**src/rtl/fuzz_seq_pkg.sv**
```systemverilog
// Shared types and constants for the fuzz stimulus sequencer.
// Holds the FSM state encoding, LCG constants and MISR polynomial.
package fuzz_seq_pkg;

  typedef enum logic [2:0] {
    ST_IDLE,
    ST_GEN,
    ST_APPLY,
    ST_CAPTURE,
    ST_DONE
  } seq_state_e;

  localparam logic [31:0] LCG_MUL   = 32'h41C64E6D;
  localparam logic [31:0] LCG_INC   = 32'h00003039;
  localparam logic [31:0] MISR_POLY = 32'h04C11DB7;

  function automatic logic [31:0] lcg_step(input logic [31:0] x);
    return x * LCG_MUL + LCG_INC;
  endfunction

endpackage

```
**src/rtl/fuzz_misr.sv**
```systemverilog
// Folds out_flat into 32 bits and advances the MISR by one step.
// Purely combinational; the caller decides when to register sig_nxt.
module fuzz_misr #(
  parameter int OUT_W = 159
) (
  input  logic [31:0]      sig,
  input  logic [OUT_W-1:0] out_flat,
  output logic [31:0]      sig_nxt
);
  import fuzz_seq_pkg::*;

  logic [31:0] fold;

  // Bit b lands in fold[b%32]; missing top bits of the last slice act as zero padding.
  always_comb begin
    fold = '0;
    for (int b = 0; b < OUT_W; b++) begin
      fold[b % 32] = fold[b % 32] ^ out_flat[b];
    end
    sig_nxt = {sig[30:0], 1'b0} ^ (sig[31] ? MISR_POLY : 32'h0) ^ fold;
  end

endmodule

```
**src/rtl/fuzz_stim_sequencer.sv**
```systemverilog
// Expands a seed into IN_W-bit vectors, pulses dut_ce once per vector and MISR-compresses out_flat.
// Period chunks+2 clocks per vector; no backpressure, stop aborts to IDLE.
module fuzz_stim_sequencer #(
  parameter int          IN_W    = 136,
  parameter int          OUT_W   = 159,
  parameter logic [31:0] LCG_MUL = 32'h41C64E6D,
  parameter logic [31:0] LCG_INC = 32'h00003039,
  parameter int          CNT_W   = 32
) (
  input  logic             clk,
  input  logic             rst_n,
  input  logic             start,
  input  logic             stop,
  input  logic [31:0]      seed,
  input  logic [CNT_W-1:0] num_vec,
  output logic [IN_W-1:0]  in_flat,
  output logic             dut_ce,
  input  logic [OUT_W-1:0] out_flat,
  output logic             busy,
  output logic             done,
  output logic [CNT_W-1:0] vec_idx,
  output logic [31:0]      signature
);
  import fuzz_seq_pkg::*;

  localparam int CHUNKS  = (IN_W + 31) / 32;
  localparam int CHUNK_W = (CHUNKS > 1) ? $clog2(CHUNKS) : 1;

  seq_state_e         state, state_nxt;
  logic [31:0]        rng, rng_nxt;
  logic [CHUNK_W-1:0] chunk;
  logic [CNT_W-1:0]   budget;
  logic [31:0]        sig_nxt;
  logic               start_ok, last_chunk, last_vec;

  assign rng_nxt    = rng * LCG_MUL + LCG_INC;
  assign start_ok   = start && (state == ST_IDLE || state == ST_DONE);
  assign last_chunk = (chunk == CHUNK_W'(CHUNKS - 1));
  assign last_vec   = ((vec_idx + CNT_W'(1)) == budget);

  fuzz_misr #(.OUT_W(OUT_W)) u_misr (
    .sig      (signature),
    .out_flat (out_flat),
    .sig_nxt  (sig_nxt)
  );

  always_ff @(posedge clk or negedge rst_n) begin
    if (!rst_n) state <= ST_IDLE;
    else        state <= state_nxt;
  end

  always_comb begin
    state_nxt = state;
    if (stop) begin
      state_nxt = ST_IDLE;
    end else begin
      case (state)
        ST_IDLE, ST_DONE: if (start) state_nxt = (num_vec == '0) ? ST_DONE : ST_GEN;
        ST_GEN:           if (last_chunk) state_nxt = ST_APPLY;
        ST_APPLY:         state_nxt = ST_CAPTURE;
        ST_CAPTURE:       state_nxt = last_vec ? ST_DONE : ST_GEN;
        default:          state_nxt = ST_IDLE;
      endcase
    end
  end

  // dut_ce is masked by stop so an aborted APPLY cycle never clocks the DUT.
  always_comb begin
    dut_ce = (state == ST_APPLY) && !stop;
    busy   = (state == ST_GEN) || (state == ST_APPLY) || (state == ST_CAPTURE);
    done   = (state == ST_DONE);
  end

  always_ff @(posedge clk or negedge rst_n) begin
    if (!rst_n) begin
      rng       <= '0;
      chunk     <= '0;
      budget    <= '0;
      vec_idx   <= '0;
      signature <= '0;
      in_flat   <= '0;
    end else if (!stop) begin
      if (start_ok) begin
        rng       <= seed;
        budget    <= num_vec;
        vec_idx   <= '0;
        signature <= '0;
        chunk     <= '0;
      end else begin
        case (state)
          ST_GEN: begin
            rng   <= rng_nxt;
            chunk <= last_chunk ? '0 : chunk + CHUNK_W'(1);
            // Only bits inside IN_W exist, so the last chunk keeps the low bits of rng_nxt.
            for (int b = 0; b < IN_W; b++) begin
              if (chunk == CHUNK_W'(b / 32)) in_flat[b] <= rng_nxt[b % 32];
            end
          end
          ST_CAPTURE: begin
            signature <= sig_nxt;
            vec_idx   <= vec_idx + CNT_W'(1);
            chunk     <= '0;
          end
          default: ;
        endcase
      end
    end
  end

endmodule

```
**config.mk**
```make
export PLATFORM = sky130hd
export DESIGN_NAME = fuzz_stim_sequencer
export DESIGN_NICKNAME = d
export VERILOG_FILES = /design/src/rtl/fuzz_seq_pkg.sv /design/src/rtl/fuzz_misr.sv /design/src/rtl/fuzz_stim_sequencer.sv
export SDC_FILE = /design/constraint.sdc
export NUM_CORES = 1
export LEC_CHECK = 0
export BUFFER_PORTS_ARGS = -buffer_cell sky130_fd_sc_hd__buf_2
export CAP_MARGIN = 20
export CORE_ASPECT_RATIO = 1.75
export CORE_MARGIN = 4
export CORE_UTILIZATION = 48
export CTS_BUF_LIST = sky130_fd_sc_hd__clkbuf_8
export DETAILED_ROUTE_END_ITERATION = 16
export HOLD_SLACK_MARGIN = 0.15
export PLACE_DENSITY = 0.71
export SYNTH_ARGS = -nofsm -noshare
export SYNTH_HDL_FRONTEND = slang
export SYNTH_SLANG_ARGS = --single-unit
```
**constraint.sdc**
```tcl
create_clock -name clk -period 7.1 [get_ports clk]
set_input_delay 0.355 -clock clk [delete_from_list [all_inputs] [get_ports clk]]
set_output_delay 0.355 -clock clk [all_outputs]
set_load 0.05 [all_outputs]
```
After elaboration in Yosys (flattened, before gate mapping)
Index checks and enable logic that the tools add are counted.
{"block": "classes", "reduce_logical": 23, "mux": 16, "mul": 1, "add_sub_neg": 3, "n_bitwise": 131, "eq_ne": 11}
{"cell": "$mux 32", "n": 6}
{"cell": "$xor 1x1->1", "n": 127}
{"cell": "$add 32x1->32 const B", "n": 1}
{"cell": "$add 32x14->32 const B", "n": 1}
{"cell": "$eq 32x32->1", "n": 1}
{"cell": "$logic_not 32->1", "n": 1}
{"cell": "$mul 32x31->32 const B", "n": 1}
{"cell": "$xor 32x27->32", "n": 1}
{"cell": "$xor 32x32->32", "n": 1}
{"cell": "$mux 27", "n": 1}
{"cell": "$mux 3", "n": 7}
{"cell": "$reduce_and 4->1", "n": 5}
{"cell": "$eq 3x2->1 const B", "n": 4}
{"cell": "$pmux 3 s4", "n": 1}
{"cell": "$reduce_and 2->1", "n": 5}
{"cell": "$eq 3x1->1 const B", "n": 2}
{"cell": "$eq 3x3->1 const B", "n": 2}
{"cell": "$logic_not 3->1", "n": 2}
{"cell": "$ne 3x3->1 const B", "n": 2}
{"cell": "$pmux 3 s2", "n": 1}
{"cell": "$reduce_bool 2->1", "n": 2}
{"cell": "$add 3x1->3 const B", "n": 1}
{"cell": "$logic_or 1x1->1", "n": 3}
{"cell": "$reduce_bool 3->1", "n": 1}
{"cell": "other kinds (4)", "n": 6}
{"block": "totals", "reg_bits": 270, "word_cells": 196, "out_inout_bits": 203, "inputBits": 227}

Depth between registers and ports, before layout
Gate-level depths: netlist (run 1).
{"block": "depth", "word_depth": 7, "mapped_depth": 27, "mapped_depth_nobuf": 26}

By module
A second synthesis (run 1) with hierarchy kept.
{"block": "hier_totals", "hier_cells": 2360, "hier_area_um2": 23207.3}
{"mod": "fuzz_stim_sequencer", "area_each_um2": 21449.3, "cells_per_inst": 2232, "n_inst": 1, "seq_area_each_um2": 6756.5}
{"mod": "fuzz_misr", "area_each_um2": 1757.9, "cells_per_inst": 128, "n_inst": 1, "seq_area_each_um2": 0.0}

Worst setup path after synthesis (run 1)
OpenSTA, ideal clock, no wires.
{"block": "synth_path", "path_type": "register to register", "startpoint": "register rng[9]", "endpoint": "register rng[28]", "path_stages_with_launch": 23, "t_required_ns": 6.974, "period_less_slack_ns": 6.508, "arrival_time_ns": 6.382, "setup_slack_ns": 0.592, "setup_time_ns": 0.126, "path_buffers": 0, "path_cell_list": "dfrtp_1 ha_1 inv_1 fa_1 fa_1 fa_1 inv_1 fa_1 fa_1 fa_1 inv_1 fa_1 inv_1 ha_1 a21o_1 a21o_1 a21o_1 or3_1 o221ai_1 o21bai_1 a21oi_1 xnor2_1 a221o_1"}
{"block": "synth_via", "elab_chain_len": 4}
{"element": "start, declared", "line_no": "fuzz_stim_sequencer.sv:30", "source": "logic [31:0] rng, rng_nxt;"}
{"element": "start signal, assigned", "line_no": "fuzz_stim_sequencer.sv:92", "source": "rng <= rng_nxt;"}
{"element": "$mul 32x31->32", "line_no": "fuzz_stim_sequencer.sv:36", "source": "assign rng_nxt = rng * LCG_MUL + LCG_INC;"}
{"element": "$add 32x14->32", "line_no": "fuzz_stim_sequencer.sv:36"}
{"element": "$mux 32", "line_no": "fuzz_stim_sequencer.sv:90", "source": "case (state)"}
{"element": "$mux 32", "line_no": "fuzz_stim_sequencer.sv:83", "source": "if (start_ok) begin"}
No other way between the ends. The select of a mux whose other input is x is not followed.
A chain may end at the register's enable or synchronous reset.

Final worst setup path (run 1)
{"block": "layout_path", "startpoint": "register rng[6]", "endpoint": "register in_flat[22]"}
{"block": "layout_via", "elab_chain_len": 2}
{"element": "$mul 32x31->32", "line_no": "fuzz_stim_sequencer.sv:36"}
{"element": "$add 32x14->32", "line_no": "fuzz_stim_sequencer.sv:36"}
{"element": "end signal, assigned by index", "line_no": "fuzz_stim_sequencer.sv:96", "source": "if (chunk == CHUNK_W'(b / 32)) in_flat[b] <= rng_nxt[b % 32];"}
{"element": "end, declared", "line_no": "fuzz_stim_sequencer.sv:16", "source": "output logic [IN_W-1:0] in_flat,"}
No other way between the ends.

==> results of run 1 <==
==> area by class of cell <==
type                            count  area, µm²
Tap cell                          583        729
Antenna cell                        4       10.0
Inverter                          402       1510
Fill cell                        4107      19000
Sequential cell                   270       6760
Timing Repair Buffer              551       3250
Clock buffer                       54        743
Multi-Input combinational cell   1537      14100
Clock inverter                     20        135
==> worst min path at each step <==
stage	start	endpoint	depth (start not counted)
2_1_floorplan	rst_n	budget[0]	0
3_3_place_gp	rst_n	budget[23]	1
3_5_place_dp	rst_n	budget[23]	1
4_1_cts	out_flat[152]	signature[24]	4
5_1_grt	out_flat[152]	signature[24]	4
6_report	seed[10]	rng[10]	3
==> timing repair <==
item,CTS,global route
resized for setup,1,20
endpoints found under the setup margin,1,48
pin swaps,0,2
hold buffers,60,0
hold endpoints to repair,154,0
==> registers in the layout (all words and copies together) (netlist names) <==
| register | flops |
|---|---|
| vec_idx | 32 |
| in_flat | 136 |
| chunk | 3 |
| signature | 32 |
| state | 3 |
| budget | 32 |
| rng | 32 |
==> logic make-up after synthesis <==
group / Yosys count / synth area share, %
AND/OR/NAND/NOR: 410 / 8.57
flip-flops: 270 / 30.1
multiplexers: 104 / 5.20
adder cells (fa/ha/maj): 399 / 28.5
AO/OA/AOI/OAI: 350 / 9.00
XOR/XNOR: 274 / 10.7
buffers and inverters: 477 / 8.00
==> placed cells by master (no fill, tap or decap), types with 8 or more instances in the layout <==
master         synthesis  routed
mux2_2               101     101
a21o_1                16      16
and3_1                14      14
fa_1                 187     187
nor2_1                78      75
clkbuf_8               0      54
buf_2                  3     428
dlygate4sd3_1          0      60
nand3_1               22      22
nand2_1              192     188
dfrtp_1              270     268
a31oi_1               25      25
nor3b_1                8       8
ha_1                 212     206
a21oi_1               70      69
buf_4                  1      60
o21ai_0              174     173
xnor2_1              220     218
nor4_1                13      12
nand4_1               22      22
nor3_1                13      12
inv_1                402     410
xor2_1                54      52
nand2b_1               9       9
a211oi_1               9       9
o31ai_1               10      10
==> metal layers <==
metal	GRT usage [%]	up-vias	share of wire [%]
met5	0	-	0.015
met4	27.2	2	11
met3	4.21	292	5.0
met2	58.3	788	52
met1	32.0	9184	32
li1	-	8436	-
==> worst min-delay path: stages <==
cell and delay [ns]:
buf_2 0.10, a21oi_1 0.12, a21oi_1 0.10
==> through the flow <==
stage          setup WS [ns]  hold WS (ns)  std cells  setup TNS [ns]  utilization (%)
6_report               0.164         0.169       3421               0             58.9
5_1_grt              -0.0505         0.175       3420         -0.0820             58.9
4_1_cts              0.00678         0.150       3416               0             58.6
3_5_place_dp          0.0248         0.435       3282               0             55.3
3_3_place_gp           0.141         0.428       3282               0             55.3
2_1_floorplan          0.592        0.0594       2284               0                -
==> flow_summary.toml, run 1 <==
[critical_path]
critPathLaunchType = "flop"
crit_slowest_cell = "fa_1"
rr_endpoint = "in_flat[22]"
crit_end = "in_flat[22]"
worstPathArrival_ns = 7.38
cp-end-kind = "flop"
rrSetupSlack_ns = 0.16
rr_worst_depth = 21
critical_path_required_ns = 7.54
crit_buf_inv = 4
cp_max_fo = 6
reg2reg_from = "rng[6]"
crit_chain = "ha_2 > fa_1 > inv_1 > fa_1 > fa_1 > inv_1 > ha_1 > inv_1 > fa_1 > inv_1 > fa_1 > fa_1 > ha_1 > a2111oi_2 > o211ai_1 > o211ai_1 > nand2_1 > or2_2 > a211oi_1 > nor2_2 > mux2_2"
cp-startpoint = "rng[6]"
crit_path_frequent_cell = "fa_1"
crit_path_max_incr_delay_ns = 0.56
worst-path-stages = 21
crit_type = "flop to flop"
critPathTopFamily = "adder cells"

[floorplanning]
rows = 104
io_pins = 430
start_util_pct = 48.6
dieHeight_um = 294
die_area_um2 = 50500
fp.dieW_um = 172
core_area_um2 = 46200

[sta]
relSlewSlack_pct = 17.3
hold_viol = 0
fin_crit_sh_pct = 97.7
clock_skew_ns = 0.0494
worst_pin_slew_ns = 1.23
fmaxAchievable_ghz = 0.144
slew_viol_final = 0
setup_viol = 0
min_period_ns = 6.94

[grt]
gr-total-overflow = 0
gr-usage-all-layers_pct = 32.3
grt_pass1_wl_mm = 121
grt_pass1_vias = 20500
antenna_found_initial = 6
grt_start_max_net_pins = 175

[detailed_routing]
drt_wl_total_mm = 81.4
routed_via_density = 5.47
detail-route-antenna-nets = 0
dr.pass1.iters = 6
wl_per_cell_um = 23.8
vias = 18700
drc = 0
initialDrtViolationCount = 1128

[placement]
dp_hpwl_mm = 67.9
place_congestion = 1.08
dpl_cell_area_um2 = 25600
io_buffer_count = 429

[run]
maxCapViolCount = 0

[clock_tree]
clock_latency_ns = 0.60
clk_pin_slew_worst_paths_ns = 0.08
cts_num_sinks = 270
clk_path_buf_depth = 3
cts_buffers = 42
cts_max_level = 2
root_buffer = "clkbuf_8"
cts_tree = "done"
postCtsSetupRepairBufs = 0

[synthesis]
yosys-top-cells-area = "dfrtp_1 30%, fa_1 17%, ha_1 12%"
synth_cells = 2284
synth_area_per_cell_um2 = 9.84
syn_area_um2 = 22500
yosys-top-cells-count = "402 x inv_1, 270 x dfrtp_1, 220 x xnor2_1"
synth_edf_count = 0
synth-main-ff-cell = "dfrtp_1"
syn-num-nets = 2910
synth_seq_area_share_pct = 30.1
yosysTopAreaCell = "dfrtp_1"
yosysTopAreaCellShare_pct = 30.1
async_flop_share_pct = 100
synth-seq-cells = 270
yosysMostFrequentCell = "inv_1"
synth_cell_types = 59
yosysWarnings = 0

[worst_hold_path]
min_path_type = "input port to flop"

[cells_and_area]
postLayoutCellArea_um2 = 27200
final_nets = 3430
drive_above_1_share_pct = 24.3
syn2layout_area_growth_pct = 21.1

[run_status]
status = "complete, no violations"
Power of run 1 is left out: the tool's default activity adds up to more than one toggle a clock period on the data nets, which glitch-free logic cannot reach.
==> inputs of run 2 (changes only) <==
Settings changed: ABC_AREA set to 1, REMOVE_ABC_BUFFERS set to 1.
==> run 2 against run 1 <==
Maximum frequency is 2.2% higher; non-clock buffer count is 20 lower; via count is 8.1% higher; sequential share of layout area is 0.33 points lower; synthesized area is 1.6% higher; highest routed layer is now met4; global-route usage is 0.46 points higher; worst setup slack better by 0.15 ns.
==> flow_summary.toml, run 2 <==
[run_status]
status = "complete, no violations"

[detailed_routing]
routed_via_density = 5.27
initialDrtViolationCount = 1132
vias = 20200
drc = 0
drt_wl_total_mm = 85.2
wl_per_cell_um = 22.2
detail-route-antenna-nets = 0
dr.pass1.iters = 6

[clock_tree]
postCtsSetupRepairBufs = 0
clk_path_buf_depth = 3
cts_num_sinks = 270
root_buffer = "clkbuf_8"
cts_tree = "done"
clk_pin_slew_worst_paths_ns = 0.06
cts_max_level = 2
clock_latency_ns = 0.62
cts_buffers = 44

[run]
maxCapViolCount = 0

[critical_path]
cp-startpoint = "rng[6]"
crit_type = "flop to flop"
rrSetupSlack_ns = 0.31
crit_path_frequent_cell = "fa_1"
crit_path_max_incr_delay_ns = 0.53
cp-end-kind = "flop"
crit_slowest_cell = "fa_1"
critical_path_required_ns = 7.59
critPathLaunchType = "flop"
crit_end = "rng[28]"
rr_worst_depth = 28
worstPathArrival_ns = 7.28
rr_endpoint = "rng[28]"
reg2reg_from = "rng[6]"
cp_max_fo = 7

[synthesis]
synth_edf_count = 0
yosysTopAreaCellShare_pct = 29.6
syn_area_um2 = 22800
yosys-top-cells-area = "dfrtp_1 30%, fa_1 16%, ha_1 12%"
synth_seq_area_share_pct = 29.6
synth-main-ff-cell = "dfrtp_1"
synth_cells = 2688
synth_cell_types = 42
yosys-top-cells-count = "605 x nand2_1, 510 x inv_1, 270 x dfrtp_1"
synth-seq-cells = 270
synth_area_per_cell_um2 = 8.49
async_flop_share_pct = 100
yosysTopAreaCell = "dfrtp_1"
yosysMostFrequentCell = "nand2_1"
yosysWarnings = 0

[cells_and_area]
postLayoutCellArea_um2 = 27600
largest_reg_flops = 136
final_nets = 3836
seq_area_um2 = 6760
mostFrequentLayoutCells = "603 x nand2_1, 511 x inv_1, 428 x buf_2, 266 x dfrtp_1, 209 x ha_1"
final_common_cell = "nand2_1"
drive_above_1_share_pct = 18.0
instances_no_fill = 3838
multi_input_area_um2 = 13900
syn2layout_area_growth_pct = 20.8
largest-register = "in_flat"
fillers = 4225

[sta]
min_period_ns = 6.79
tns_ns = 0
worst_pin_slew_ns = 1.06
rsz0062_at_grt = "false"
hold_viol = 0
slew_viol_final = 0
relSlewSlack_pct = 29.4
clock_skew_ns = 0.0541
fmaxAchievable_ghz = 0.147
fin_crit_sh_pct = 95.6
setup_viol = 0

[grt]
grt_start_max_net_pins = 169
gr-total-overflow = 0
grt_pass1_vias = 21500
grt_pass1_wl_mm = 126
gr-usage-all-layers_pct = 32.8
antenna_found_initial = 4

[placement]
io_buffer_count = 429
dpl_cell_area_um2 = 25700
place_congestion = 1.06
dp.cells = 3681
dp_hpwl_mm = 70.6

[worst_hold_path]
min_from = "seed[27]"
min_path_type = "input port to flop"

[floorplanning]
rows = 105
io_pins = 430
start_util_pct = 48.7
fp.dieW_um = 173
core_area_um2 = 46900
dieHeight_um = 296
die_area_um2 = 51200
run 2: cell types whose count changed in the layout (fill, tap and decap cells not counted), moves of 30 or more:
cell and change:
xor2_1 +35, nor2_1 +71, o22ai_1 +37, xnor2_1 -77
nand2_1 +415, nand3_1 +53, mux2_2 -101, buf_4 -30
inv_1 +101
run 2: cell families (layout without fill, tap and decap cells):
kind of cell,after synthesis,count (layout),synth area share [%]
XOR/XNOR,231,231,8.99
other,0,4,0
AO/OA/AOI/OAI,315,315,7.68
adder cells (fa/ha/maj),399,399,28.0
buffers and inverters,573,1131,9.49
flip-flops,270,270,29.6
AND/OR/NAND/NOR,900,900,16.2
run 2: worst min path at each step:
stage	end	cells past startpoint
final	rng[27]	5
after global placement	in_flat[131]	2
after detailed placement	in_flat[130]	2
after CTS	signature[18]	4
after floorplan	budget[0]	0
after global routing	signature[2]	4
run 2: through the flow:
step / utilization (%) / worst slack [ns] / hold slack (ns)
CTS: 58.7 / 0.150 / 0.150
floorplan: - / 0.937 / 0.0594
finish: 58.8 / 0.312 / 0.176
global placement: 54.9 / 0.331 / 0.454
detailed placement: 54.9 / 0.247 / 0.457
global route: 58.8 / 0.0185 / 0.173
run 2: final cells by class:
type | instances | share of cell area, %
clock inverter | 27 | 1.15
multi-input combinational | 1845 | 50.5
inverter | 518 | 7.05
clock buffer | 55 | 2.75
antenna | 4 | 0.0363
timing repair buffer | 531 | 11.3
tap | 588 | 2.67
sequential | 270 | 24.5
run 2: critical path: cells and delay by family (launching register included):
kind	cells	cell delay, ns
AO/OA/AOI/OAI	2	0.17
adder cells (fa/ha/maj)	9	4.08
buffers and inverters	7	0.57
flip-flops	1	0.40
AND/OR/NAND/NOR	10	1.46
run 2: what timing repair did:
item,CTS,global route
gates resized for setup,0,10
endpoints found under the setup margin,0,17
hold buffers,71,0
endpoints found under the hold margin,174,0
run 2: routing by layer:
| layer | vias up | wire [µm] | global-route usage [%] |
|---|---|---|---|
| li1 | 9381 | - | - |
| met1 | 9719 | 27600 | 32.6 |
| met2 | 840 | 44400 | 60.4 |
| met3 | 279 | 4620 | 4.88 |
| met4 | 0 | 8580 | 26.8 |
| met5 | - | 0 | 0 |
Power of run 2 is left out for the same reason.
==> inputs of run 3 (changes only) <==
Settings changed: BUFFER_PORTS_ARGS -buffer_cell sky130_fd_sc_hd__buf_2 to not set, DONT_BUFFER_PORTS set to 1, PLACE_DENSITY 0.71 to not set.
==> run 3 against run 2 <==
Non-clock buffer count is 374 lower; via count fell by 7.3%; die area unchanged.
==> flow_summary.toml, run 3 (same netlist as run 2, synthesis figures left out) <==
[cells_and_area]
largest-register = "in_flat"
final_nets = 3463
drive_above_1_share_pct = 5.85
final_common_cell = "nand2_1"
fin_util_pct = 55.3
syn2layout_area_growth_pct = 13.7
mostFrequentLayoutCells = "603 x nand2_1, 516 x inv_1, 269 x dfrtp_1, 211 x ha_1, 187 x fa_1"
instances_no_fill = 3463
postLayoutCellArea_um2 = 26000
fillers = 4355
largest_reg_flops = 136

[placement]
dpl_cell_area_um2 = 23700
dp_hpwl_mm = 69.4
dp.cells = 3271
io_buffer_count = 0
place_congestion = 1.00

[critical_path]
reg2reg_from = "rng[5]"
critPathLaunchType = "flop"
critPathTopFamily = "adder cells"
rr_endpoint = "rng[18]"
worst-path-stages = 23
rrSetupSlack_ns = 0.33
cp-end-kind = "flop"
rr_worst_depth = 23
crit_slowest_cell = "fa_1"
crit_type = "flop to flop"
cp_max_fo = 8
cp-startpoint = "rng[5]"
crit_path_max_incr_delay_ns = 0.50
critical_path_required_ns = 7.55
crit_path_frequent_cell = "fa_1"
worstPathArrival_ns = 7.22
crit_chain = "ha_1 > xor2_2 > ha_1 > a21oi_1 > fa_1 > fa_1 > inv_1 > fa_1 > ha_1 > fa_1 > inv_1 > fa_1 > inv_1 > ha_1 > nand2_1 > nor2_1 > inv_1 > nor3_1 > a21oi_1 > xor2_1 > nand2_1 > o211ai_1 > o21ai_0"
crit_end = "rng[18]"
crit_buf_inv = 4

[floorplanning]
start_util_pct = 48.7
fp.dieW_um = 173
core_area_um2 = 46900
die_area_um2 = 51200
io_pins = 430
rows = 105
dieHeight_um = 296

[grt]
grt_start_max_net_pins = 271
gr-total-overflow = 0
grt_pass1_wl_mm = 126
grt_pass1_vias = 20200
antenna_found_initial = 3
gr-usage-all-layers_pct = 33.2

[sta]
setup_viol = 0
clock_skew_ns = 0.0228
min_period_ns = 6.77
hold_viol = 0
fin_crit_sh_pct = 95.4
slew_viol_final = 0
rsz0062_at_grt = "false"
relSlewSlack_pct = 25.7
tns_ns = 0
worst_pin_slew_ns = 1.10
fmaxAchievable_ghz = 0.148

[clock_tree]
root_buffer = "clkbuf_8"
cts_max_level = 2
cts_buffers = 45
cts_num_sinks = 270
clk_path_buf_depth = 3
postCtsSetupRepairBufs = 0
clock_latency_ns = 0.60
cts_tree = "done"
clk_pin_slew_worst_paths_ns = 0.07

[detailed_routing]
drt_wl_total_mm = 85.5
drc = 0
initialDrtViolationCount = 979
detail-route-antenna-nets = 0
dr.pass1.iters = 6
wl_per_cell_um = 24.7
vias = 18700
routed_via_density = 5.41

[run]
maxCapViolCount = 0

[run_status]
status = "complete, no violations"

[worst_hold_path]
min_path_type = "input port to flop"
-- run 3: changes by cell type in the layout (fill, tap and decap cells not counted), moves of 3 or more --
| cell | delta |
|---|---|
| buf_2 | -428 |
| dlygate4sd3_1 | +34 |
| buf_4 | +20 |
| clkinv_2 | -5 |
| inv_1 | +5 |
| clkbuf_8 | +3 |
| clkinv_4 | -3 |
| dfrtp_1 | +3 |
| dfrtp_2 | -3 |
-- run 3: worst reg2reg max path: cells and delay by family (launching register included) --
kind,cells,cell delay [ns]
fa+ha+maj,9,3.72
simple gates,4,0.92
compound gates,4,0.82
flops,1,0.49
xor+xnor,2,0.45
buf+inv,4,0.23
-- run 3: final cells by class --
type | instances | area [µm²] | area share, %
antenna | 2 | 5.00 | 0.0193
clock buffer | 58 | 798 | 3.08
clock inverter | 25 | 309 | 1.19
inverter | 518 | 1940 | 7.49
multi-input combinational | 1845 | 13900 | 53.6
sequential | 270 | 6760 | 26.0
tap | 588 | 736 | 2.83
timing repair buffer | 157 | 1480 | 5.71
-- run 3: routing by layer --
| layer | vias to the layer above | global-route usage (%) | share of wire [%] |
|---|---|---|---|
| met2 | 745 | 60.4 | 52 |
| met1 | 9031 | 32.3 | 32 |
| met4 | 2 | 26.2 | 9.9 |
| li1 | 8644 | - | - |
| met3 | 316 | 7.49 | 6.2 |
| met5 | - | 0.278 | 0.020 |
-- run 3: worst min path at each step --
stage | from | endpoint | slack, ns | cells past startpoint
after floorplan | rst_n | budget[0] | 0.06 | 0
after global placement | rst_n | budget[22] | 0.07 | 0
after detailed placement | rst_n | budget[14] | 0.07 | 0
after CTS | out_flat[22] | signature[22] | 0.15 | 4
after global routing | out_flat[1] | signature[1] | 0.18 | 4
final | out_flat[105] | signature[9] | 0.18 | 4
-- run 3: what timing repair did --
action | in CTS | in global routing
hold buffers | 106 | 0
gates resized for setup | 0 | 5
hold endpoints to repair | 371 | 0
setup endpoints to repair | 0 | 22
-- run 3: through the flow --
| step | hold WS, ns | setup slack (ns) |
|---|---|---|
| after detailed placement | 0.0700 | 0.290 |
| after global routing | 0.180 | 0.0401 |
| after CTS | 0.150 | 0.214 |
| final | 0.184 | 0.326 |
| after global placement | 0.0699 | 0.285 |
| after floorplan | 0.0594 | 0.937 |
Power of run 3 is left out for the same reason.
